[src/rtl/iterative_alu.sv]
// iterative_alu: registered EX-stage ALU. Logic/shift/compare ops finish in one cycle;
// multiply (shift-add) and divide (restoring) iterate one bit per cycle into HI/LO.
module iterative_alu #(
    parameter int WIDTH = 32,
    parameter int SHW   = $clog2(WIDTH)
) (
    input  logic             clk,
    input  logic             rst,
    input  logic             start,
    input  logic [3:0]       operation,
    input  logic [WIDTH-1:0] inputA,
    input  logic [WIDTH-1:0] inputB,
    output logic             busy,
    output logic             done,
    output logic [WIDTH-1:0] result,
    output logic [WIDTH-1:0] resultHi
);

    // state | meaning
    // IDLE  | waiting for start; short ops complete here in one cycle
    // RUN   | one multiply/divide bit step per cycle, counter counts down
    // FIX   | sign correction, HI/LO write-back, done pulse
    typedef enum logic [1:0] {IDLE, RUN, FIX} state_t;

    localparam int CW = SHW + 1;

    localparam logic [3:0] OP_ADD  = 4'd0;
    localparam logic [3:0] OP_SUB  = 4'd1;
    localparam logic [3:0] OP_AND  = 4'd2;
    localparam logic [3:0] OP_OR   = 4'd3;
    localparam logic [3:0] OP_XOR  = 4'd4;
    localparam logic [3:0] OP_NOR  = 4'd5;
    localparam logic [3:0] OP_SLL  = 4'd6;
    localparam logic [3:0] OP_SRL  = 4'd7;
    localparam logic [3:0] OP_SRA  = 4'd8;
    localparam logic [3:0] OP_SLT  = 4'd9;
    localparam logic [3:0] OP_SLTU = 4'd10;
    localparam logic [3:0] OP_MULT = 4'd11;
    localparam logic [3:0] OP_MULU = 4'd12;
    localparam logic [3:0] OP_DIV  = 4'd13;
    localparam logic [3:0] OP_DIVU = 4'd14;

    state_t state, state_nxt;

    logic [CW-1:0]      counter;
    logic [WIDTH-1:0]   acc_hi;
    logic [WIDTH-1:0]   acc_lo;
    logic [WIDTH-1:0]   op_b;
    logic               is_div;
    logic               neg_lo;
    logic               neg_hi;
    logic               div_zero;

    logic               accept;
    logic               is_iter;
    logic               is_div_op;
    logic               signed_op;
    logic               sign_a;
    logic               sign_b;
    logic [WIDTH-1:0]   mag_a;
    logic [WIDTH-1:0]   mag_b;
    logic [SHW-1:0]     shamt;
    logic [WIDTH-1:0]   short_res;
    logic               cnt_tc;

    logic [WIDTH:0]     mul_sum;
    logic [WIDTH:0]     div_shift;
    logic [WIDTH:0]     div_diff;
    logic [2*WIDTH-1:0] prod_mag;
    logic [2*WIDTH-1:0] prod_fix;
    logic [WIDTH-1:0]   quot_fix;
    logic [WIDTH-1:0]   rem_fix;

    assign accept    = start && (state == IDLE);
    assign is_div_op = (operation == OP_DIV) || (operation == OP_DIVU);
    assign is_iter   = (operation == OP_MULT) || (operation == OP_MULU) || is_div_op;
    assign signed_op = (operation == OP_MULT) || (operation == OP_DIV);
    assign sign_a    = signed_op && inputA[WIDTH-1];
    assign sign_b    = signed_op && inputB[WIDTH-1];
    assign mag_a     = sign_a ? (~inputA + 1'b1) : inputA;
    assign mag_b     = sign_b ? (~inputB + 1'b1) : inputB;
    assign shamt     = inputA[SHW-1:0];
    assign cnt_tc    = (counter == CW'(1));

    always_comb begin
        short_res = '0;
        case (operation)
            OP_ADD:  short_res = inputA + inputB;
            OP_SUB:  short_res = inputA - inputB;
            OP_AND:  short_res = inputA & inputB;
            OP_OR:   short_res = inputA | inputB;
            OP_XOR:  short_res = inputA ^ inputB;
            OP_NOR:  short_res = ~(inputA | inputB);
            OP_SLL:  short_res = inputB << shamt;
            OP_SRL:  short_res = inputB >> shamt;
            OP_SRA:  short_res = $signed(inputB) >>> shamt;
            OP_SLT:  short_res = {{(WIDTH-1){1'b0}}, $signed(inputA) < $signed(inputB)};
            OP_SLTU: short_res = {{(WIDTH-1){1'b0}}, inputA < inputB};
            default: short_res = '0;
        endcase
    end

    // Multiply keeps the multiplier in acc_lo and shifts the partial product in from the top.
    assign mul_sum   = {1'b0, acc_hi} + (acc_lo[0] ? {1'b0, op_b} : {(WIDTH+1){1'b0}});
    // Partial remainder is always below the divisor, so WIDTH+1 bits hold the trial difference.
    assign div_shift = {acc_hi, acc_lo[WIDTH-1]};
    assign div_diff  = div_shift - {1'b0, op_b};

    assign prod_mag  = {acc_hi, acc_lo};
    assign prod_fix  = neg_lo ? (~prod_mag + 1'b1) : prod_mag;
    assign quot_fix  = div_zero ? '1 : (neg_lo ? (~acc_lo + 1'b1) : acc_lo);
    assign rem_fix   = neg_hi ? (~acc_hi + 1'b1) : acc_hi;

    always_ff @(posedge clk or posedge rst) begin
        if (rst) begin
            state <= IDLE;
        end else begin
            state <= state_nxt;
        end
    end

    always_comb begin
        state_nxt = state;
        case (state)
            IDLE:    if (accept && is_iter) state_nxt = RUN;
            RUN:     if (cnt_tc) state_nxt = FIX;
            FIX:     state_nxt = IDLE;
            default: state_nxt = IDLE;
        endcase
    end

    always_comb begin
        busy = (state != IDLE);
    end

    always_ff @(posedge clk or posedge rst) begin
        if (rst) begin
            counter  <= '0;
            acc_hi   <= '0;
            acc_lo   <= '0;
            op_b     <= '0;
            is_div   <= 1'b0;
            neg_lo   <= 1'b0;
            neg_hi   <= 1'b0;
            div_zero <= 1'b0;
            done     <= 1'b0;
            result   <= '0;
            resultHi <= '0;
        end else begin
            done <= 1'b0;
            case (state)
                IDLE: begin
                    if (accept) begin
                        if (is_iter) begin
                            counter  <= CW'(WIDTH);
                            acc_hi   <= '0;
                            acc_lo   <= mag_a;
                            op_b     <= mag_b;
                            is_div   <= is_div_op;
                            neg_lo   <= sign_a ^ sign_b;
                            neg_hi   <= sign_a;
                            div_zero <= (inputB == '0);
                        end else begin
                            result <= short_res;
                            done   <= 1'b1;
                        end
                    end
                end
                RUN: begin
                    counter <= counter - CW'(1);
                    if (is_div) begin
                        if (div_diff[WIDTH]) begin
                            acc_hi <= div_shift[WIDTH-1:0];
                            acc_lo <= {acc_lo[WIDTH-2:0], 1'b0};
                        end else begin
                            acc_hi <= div_diff[WIDTH-1:0];
                            acc_lo <= {acc_lo[WIDTH-2:0], 1'b1};
                        end
                    end else begin
                        acc_hi <= mul_sum[WIDTH:1];
                        acc_lo <= {mul_sum[0], acc_lo[WIDTH-1:1]};
                    end
                end
                FIX: begin
                    if (is_div) begin
                        result   <= quot_fix;
                        resultHi <= rem_fix;
                    end else begin
                        result   <= prod_fix[WIDTH-1:0];
                        resultHi <= prod_fix[2*WIDTH-1:WIDTH];
                    end
                    done <= 1'b1;
                end
                default: ;
            endcase
        end
    end

endmodule
[config.mk]
export PLATFORM = sky130hd
export DESIGN_NAME = iterative_alu
export DESIGN_NICKNAME = d
export VERILOG_FILES = /design/src/rtl/iterative_alu.sv
export SDC_FILE = /design/constraint.sdc
export NUM_CORES = 1
export LEC_CHECK = 0
export ABC_AREA = 1
export BUFFER_PORTS_ARGS = -buffer_cell sky130_fd_sc_hd__buf_2
export CAP_MARGIN = 20
export CORE_MARGIN = 3
export CORE_UTILIZATION = 44
export CTS_CLUSTER_SIZE = 25
export DETAILED_ROUTE_END_ITERATION = 7
export HOLD_SLACK_MARGIN = 0.06
export SYNTH_ARGS = -nofsm -noshare
export SYNTH_HDL_FRONTEND = slang
export SYNTH_SLANG_ARGS = --single-unit
[constraint.sdc]
create_clock -name clk -period 10.1 [get_ports clk]
set_input_delay 1.01 -clock clk [delete_from_list [all_inputs] [get_ports clk]]
set_output_delay 1.01 -clock clk [all_outputs]
set_load 0.03 [all_outputs]
=== Word level (Yosys, flattened, before mapping) ===
Cells that the tools add are included.

* Add/sub/neg operators: 10
* Magnitude comparators: 2
* Equality and inequality tests: 22
* Shift-type cells: 3
* Mux-type cells: 32
* Bitwise logic cells: 10
* Reductions and logical operators: 18

{| class="wikitable"
|+ Operators with widths
! cell !! number
|-
| 2-to-1 mux 32 bit || 17
|-
| case mux 32 bit (11 select lines) || 1
|-
| case mux 32 bit (2 select lines) || 3
|-
| inverter 32 bit || 5
|-
| adder 32 x 1 -> 32 bit, second input constant || 4
|-
| adder 64 x 1 -> 64 bit, second input constant || 1
|-
| less-than comparator 32 bit || 2
|-
| 2-to-1 mux 64 bit || 1
|-
| inverter 64 bit || 1
|-
| adder 32 x 32 -> 33 bit || 1
|-
| subtractor 33 x 32 -> 33 bit || 1
|-
| adder 32 bit || 1
|-
| AND 32 bit || 1
|-
| zero test 32 bit || 1
|-
| OR 32 bit || 1
|-
| left shift 32 x 5 -> 32 bit || 1
|-
| right shift 32 x 5 -> 32 bit || 1
|-
| >>> shifter 32 x 5 -> 32 bit || 1
|-
| subtractor 32 bit || 1
|-
| XOR 32 bit || 1
|-
| equality test 4 bit, second input constant || 7
|-
| equality test 4 x 3 -> 1 bit, second input constant || 4
|-
| 2-to-1 mux 6 bit || 2
|-
| case mux 6 bit (2 select lines) || 1
|-
| 20 further kinds || 37
|}

* Flip-flop bits (word level): 173
* Bits of input ports: 71
* Output and inout bits: 66
* Word-level logic and storage cells: 109

=== Logic depth before layout (Yosys ltp) ===
* Word-level depth: 7
* Gate-level depth with buffers: 22
* Mapped depth without buffers: 19

=== Worst setup path after synthesis ===
OpenSTA, ideal clock, no wires.

* Kind: input to register
* Start point: input inputA[4]
* End point: register result[31]
* Library setup time: 121 ps
* Data arrival time: 3157 ps
* Required time: 9979 ps
* Slack: 6822 ps
* Stages on the path: 20
* Path buffers: 4
* Path through: inv_1 buf_2 buf_1 clkbuf_1 ha_1 buf_2 nor2_1 nand2_1 inv_1 nand2_1 nand2_1 nand2_1 nand2_1 nand2_1 nand2_1 nand2_1 nand3_1 nand3_1 nand2_1 nand2_1

* Cells in the longest elaborated chain, start to end: 5
* Elaborated cells between the ends (all ways): 9
* Those cells by class: add/sub (2); shift (3); mux (4)

{| class="wikitable"
|+ RTL lines
! item !! line !! source
|-
| from (decl) || 11 || <nowiki>input logic [WIDTH-1:0] inputA,</nowiki>
|-
| subtractor 32 bit, or another cell as far along || 89 || <nowiki>OP_SUB: short_res = inputA - inputB;</nowiki>
|-
| case mux 32 bit (11 select lines) (*) || 87 || <nowiki>case (operation)</nowiki>
|-
| 2-to-1 mux 32 bit (*) || 154 || <nowiki>if (is_iter) begin</nowiki>
|-
| 2-to-1 mux 32 bit (*) || 153 || <nowiki>if (accept) begin</nowiki>
|-
| case mux 32 bit (2 select lines) (*) || 151 || <nowiki>case (state)</nowiki>
|-
| to (signal assigned) || 164 || <nowiki>result <= short_res;</nowiki>
|-
| to (signal assigned) || 186 || <nowiki>result <= quot_fix;</nowiki>
|-
| to (signal assigned) || 189 || <nowiki>result <= prod_fix[WIDTH-1:0];</nowiki>
|-
| to (decl) || 15 || <nowiki>output logic [WIDTH-1:0] result,</nowiki>
|}

Every way passes the cells marked *; elsewhere a longest branch is shown, timed or not. The select of a mux whose other input is x is not followed.
A chain may end at the register's enable or synchronous reset.

=== Final worst setup path ===
* Start point: input inputA[0]
* End point: register result[17]

Same word-level chain as after synthesis.

==> impl_metrics.env <==
export IMPL_yosys_warnings=0
export IMPL_period_share_pct=39.27
export IMPL_rsz0062_at_grt="no"
export IMPL_worstSetupStartpoint="inputA[0]"
export IMPL_area_growth_pct=6.694
export IMPL_initial_utilization_pct=44.96
export IMPL_final_min_clock_period_ps=3966
export IMPL_finalHoldViolCount=0
export IMPL_gp_congestion=1.151
export IMPL_antenna_left=0
export IMPL_synth_async_reset_ratio_pct=100.0
export IMPL_hpwl_microns=122400
export IMPL_crit_path_start_kind="primary input"
export IMPL_drtPass1Iterations=7
export IMPL_fmax_ghz=0.2521
export IMPL_clk_latency_ps=540
export IMPL_cts_root_buf="clkbuf_16"
export IMPL_grt_overflow_total=0
export IMPL_syn_nets=5495
export IMPL_drcViolationCount=0
export IMPL_cts_resized=0
export IMPL_clkSlewWorstSetupHoldPaths_ps=80
export IMPL_outcome="complete, no violations"
export IMPL_final_nets=5498
export IMPL_fin_setup_tns_ps=0
export IMPL_stdcell_count=6101
export IMPL_vias=36130
export IMPL_yosys_cell_types_count=54
export IMPL_r2r_end="result[29]"
export IMPL_synth_main_ff_cell="dfrtp_1"
export IMPL_grt_util_all_layers_pct=44.92
export IMPL_hold_slack_ps=475.7
export IMPL_ir_worst_vdd_mv=0.1810
export IMPL_stdcell_area_sq_mm=0.02988
export IMPL_min_path_type="register to register"
export IMPL_reg2reg_slack_ps=6370
export IMPL_post_cts_setup_buffers=0
export IMPL_synth_edf_count=0
export IMPL_grt_max_degree=70
export IMPL_syn_avg_cell_area_sq_um=5.337
export IMPL_wl_per_cell_microns=25.32
export IMPL_fin_util_pct=47.97
export IMPL_ys_seq_area_share_pct=15.46
export IMPL_ff2ff_path_depth=7
export IMPL_via_per_inst=5.922
export IMPL_setup_viol=0
export IMPL_max_slew_margin_pct=14.88
export IMPL_final_common_cell="nand2_1"
export IMPL_syn_inst=5247
export IMPL_required_ps=10470
export IMPL_slew_violations=0
export IMPL_hold_buffers=0
export IMPL_drt_iter0_markers=4707
export IMPL_r2r_start="is_div"
export IMPL_final_cell_mix="nand2_1, inv_1, nand3_1"
export IMPL_path_class="primary input to register"
export IMPL_p_total_mw=7.850
export IMPL_cp_end_kind="register"
export IMPL_wl_microns=154500
export IMPL_placedCellCount=6068
export IMPL_htree_levels=4
export IMPL_place_area_sq_mm=0.02924
export IMPL_worst_slew_pin_slew_ps=1264
export IMPL_power_density_mw_per_mm2=262.8
export IMPL_drive_gt1_share_pct=5.168
export IMPL_numCtsBuffers=17
export IMPL_core_sq_mm=0.06228
export IMPL_clockBufferDepth=2
export IMPL_grt_pass1_wl_microns=220400
export IMPL_worstSetupEndpoint="result[17]"
export IMPL_syn_cell_area_sq_mm=0.02800
export IMPL_antenna_found_initial=5
export IMPL_io_pins=137
export IMPL_fp_dieH_microns=258.3
export IMPL_path_max_fanout=37
export IMPL_clock_skew_ps=29.88
export IMPL_grt_pass1_vias=32680
export IMPL_placementRows=91
export IMPL_finalWorstSetupSlack_ps=6134
export IMPL_cts_sinks=173
export IMPL_max_cap_viol_count=0
export IMPL_yosys_register_bits=173
export IMPL_worstPathArrival_ps=4340
export IMPL_post_place_ws_ps=5842
export IMPL_p_leak_nw=16.24
export IMPL_die_w_microns=258.3
export IMPL_cts_tree="yes"
export IMPL_io_buffer_count=136
export IMPL_dieArea_sq_mm=0.06670
==> power by group <==
group,internal [mW],switching [mW]
Combinational,1.64,3.83
Clock,0.386,0.382
Sequential,1.00,0.605
Total,3.03,4.82
==> layout make-up <==
cell class,count,area (sq um)
well taps,837,1047
clock inverters,14,196.4
fillers,7171,32400
multi-input cells,4175,20170
diodes,1,2.502
flip-flops and latches,173,4333
repair buffers,182,1046
clock buffers,18,439.2
inverters,701,2639
==> metal layers <==
| metal | vias to the layer above | part of all wire [%] | global-route usage, % |
|---|---|---|---|
| li1 | 16800 | - | - |
| met1 | 16470 | 36 | 53.27 |
| met2 | 2273 | 42 | 69.01 |
| met3 | 581 | 11 | 10.66 |
| met4 | 2 | 10 | 37.11 |
| met5 | - | 0.0097 | 0 |
==> sequential cells by signal, indices dropped and copies added, names as in the netlist <==
name	flops
is_div	1
counter	6
acc_lo	32
resultHi	32
done	1
acc_hi	32
state	2
op_b	32
result	32
neg_hi	1
neg_lo	1
div_zero	1
==> synthesized netlist by cell type, types with 9 or more instances <==
master | n | area, sq um
a21boi_0 | 10 | 75.07
a21oi_1 | 268 | 1341
a22oi_1 | 12 | 90.09
a31oi_1 | 33 | 206.5
and2_1 | 16 | 100.1
buf_1 | 20 | 75.07
buf_2 | 59 | 295.3
buf_4 | 12 | 90.09
clkbuf_1 | 102 | 382.9
dfrtp_1 | 173 | 4329
ha_1 | 173 | 2165
inv_1 | 686 | 2575
nand2_1 | 1864 | 6997
nand2_2 | 9 | 56.30
nand3_1 | 651 | 3258
nand3b_1 | 22 | 165.2
nand4_1 | 73 | 456.7
nor2_1 | 510 | 1914
nor3_1 | 43 | 215.2
o211ai_1 | 23 | 172.7
o21ai_0 | 274 | 1371
o21ai_1 | 18 | 90.09
o21bai_1 | 23 | 172.7
o22ai_1 | 18 | 112.6
or2_2 | 9 | 56.30
xnor2_1 | 13 | 113.9
xor2_1 | 48 | 420.4
==> cells by family (layout without fill, tap and decap cells) <==
family	count (synthesis)	after routing	share of synthesized area [%]
adder cells (fa/ha/maj)	177	177	8.016
flip-flops	173	173	15.46
XOR/XNOR	61	61	1.908
AND/OR/NAND/NOR	3230	3230	48.19
other	0	1	0
AO/OA/AOI/OAI	705	705	13.74
multiplexers	2	2	0.07150
buffers and inverters	899	915	12.61
==> worst min-delay path by stage <==
stage	slack, ps	to	cells past startpoint	start
6_report	480	resultHi[18]	2	resultHi[18]
5_1_grt	500	resultHi[28]	2	resultHi[28]
4_1_cts	480	resultHi[18]	2	resultHi[18]
3_5_place_dp	460	resultHi[18]	2	resultHi[18]
3_3_place_gp	460	resultHi[26]	2	resultHi[26]
2_1_floorplan	460	counter[5]	2	counter[5]
==> worst max-delay path, cell delays in order <==
cell,delay (ps)
buf_2,620
inv_2,520
nand2_1,260
nand3_1,120
nand3_1,160
nand2_1,120
o21ai_0,980
inv_1,110
a21oi_1,170
nand4_1,100
nand2_1,70
nand2_1,50
No activity file was read; power rests on OpenSTA's default activity.
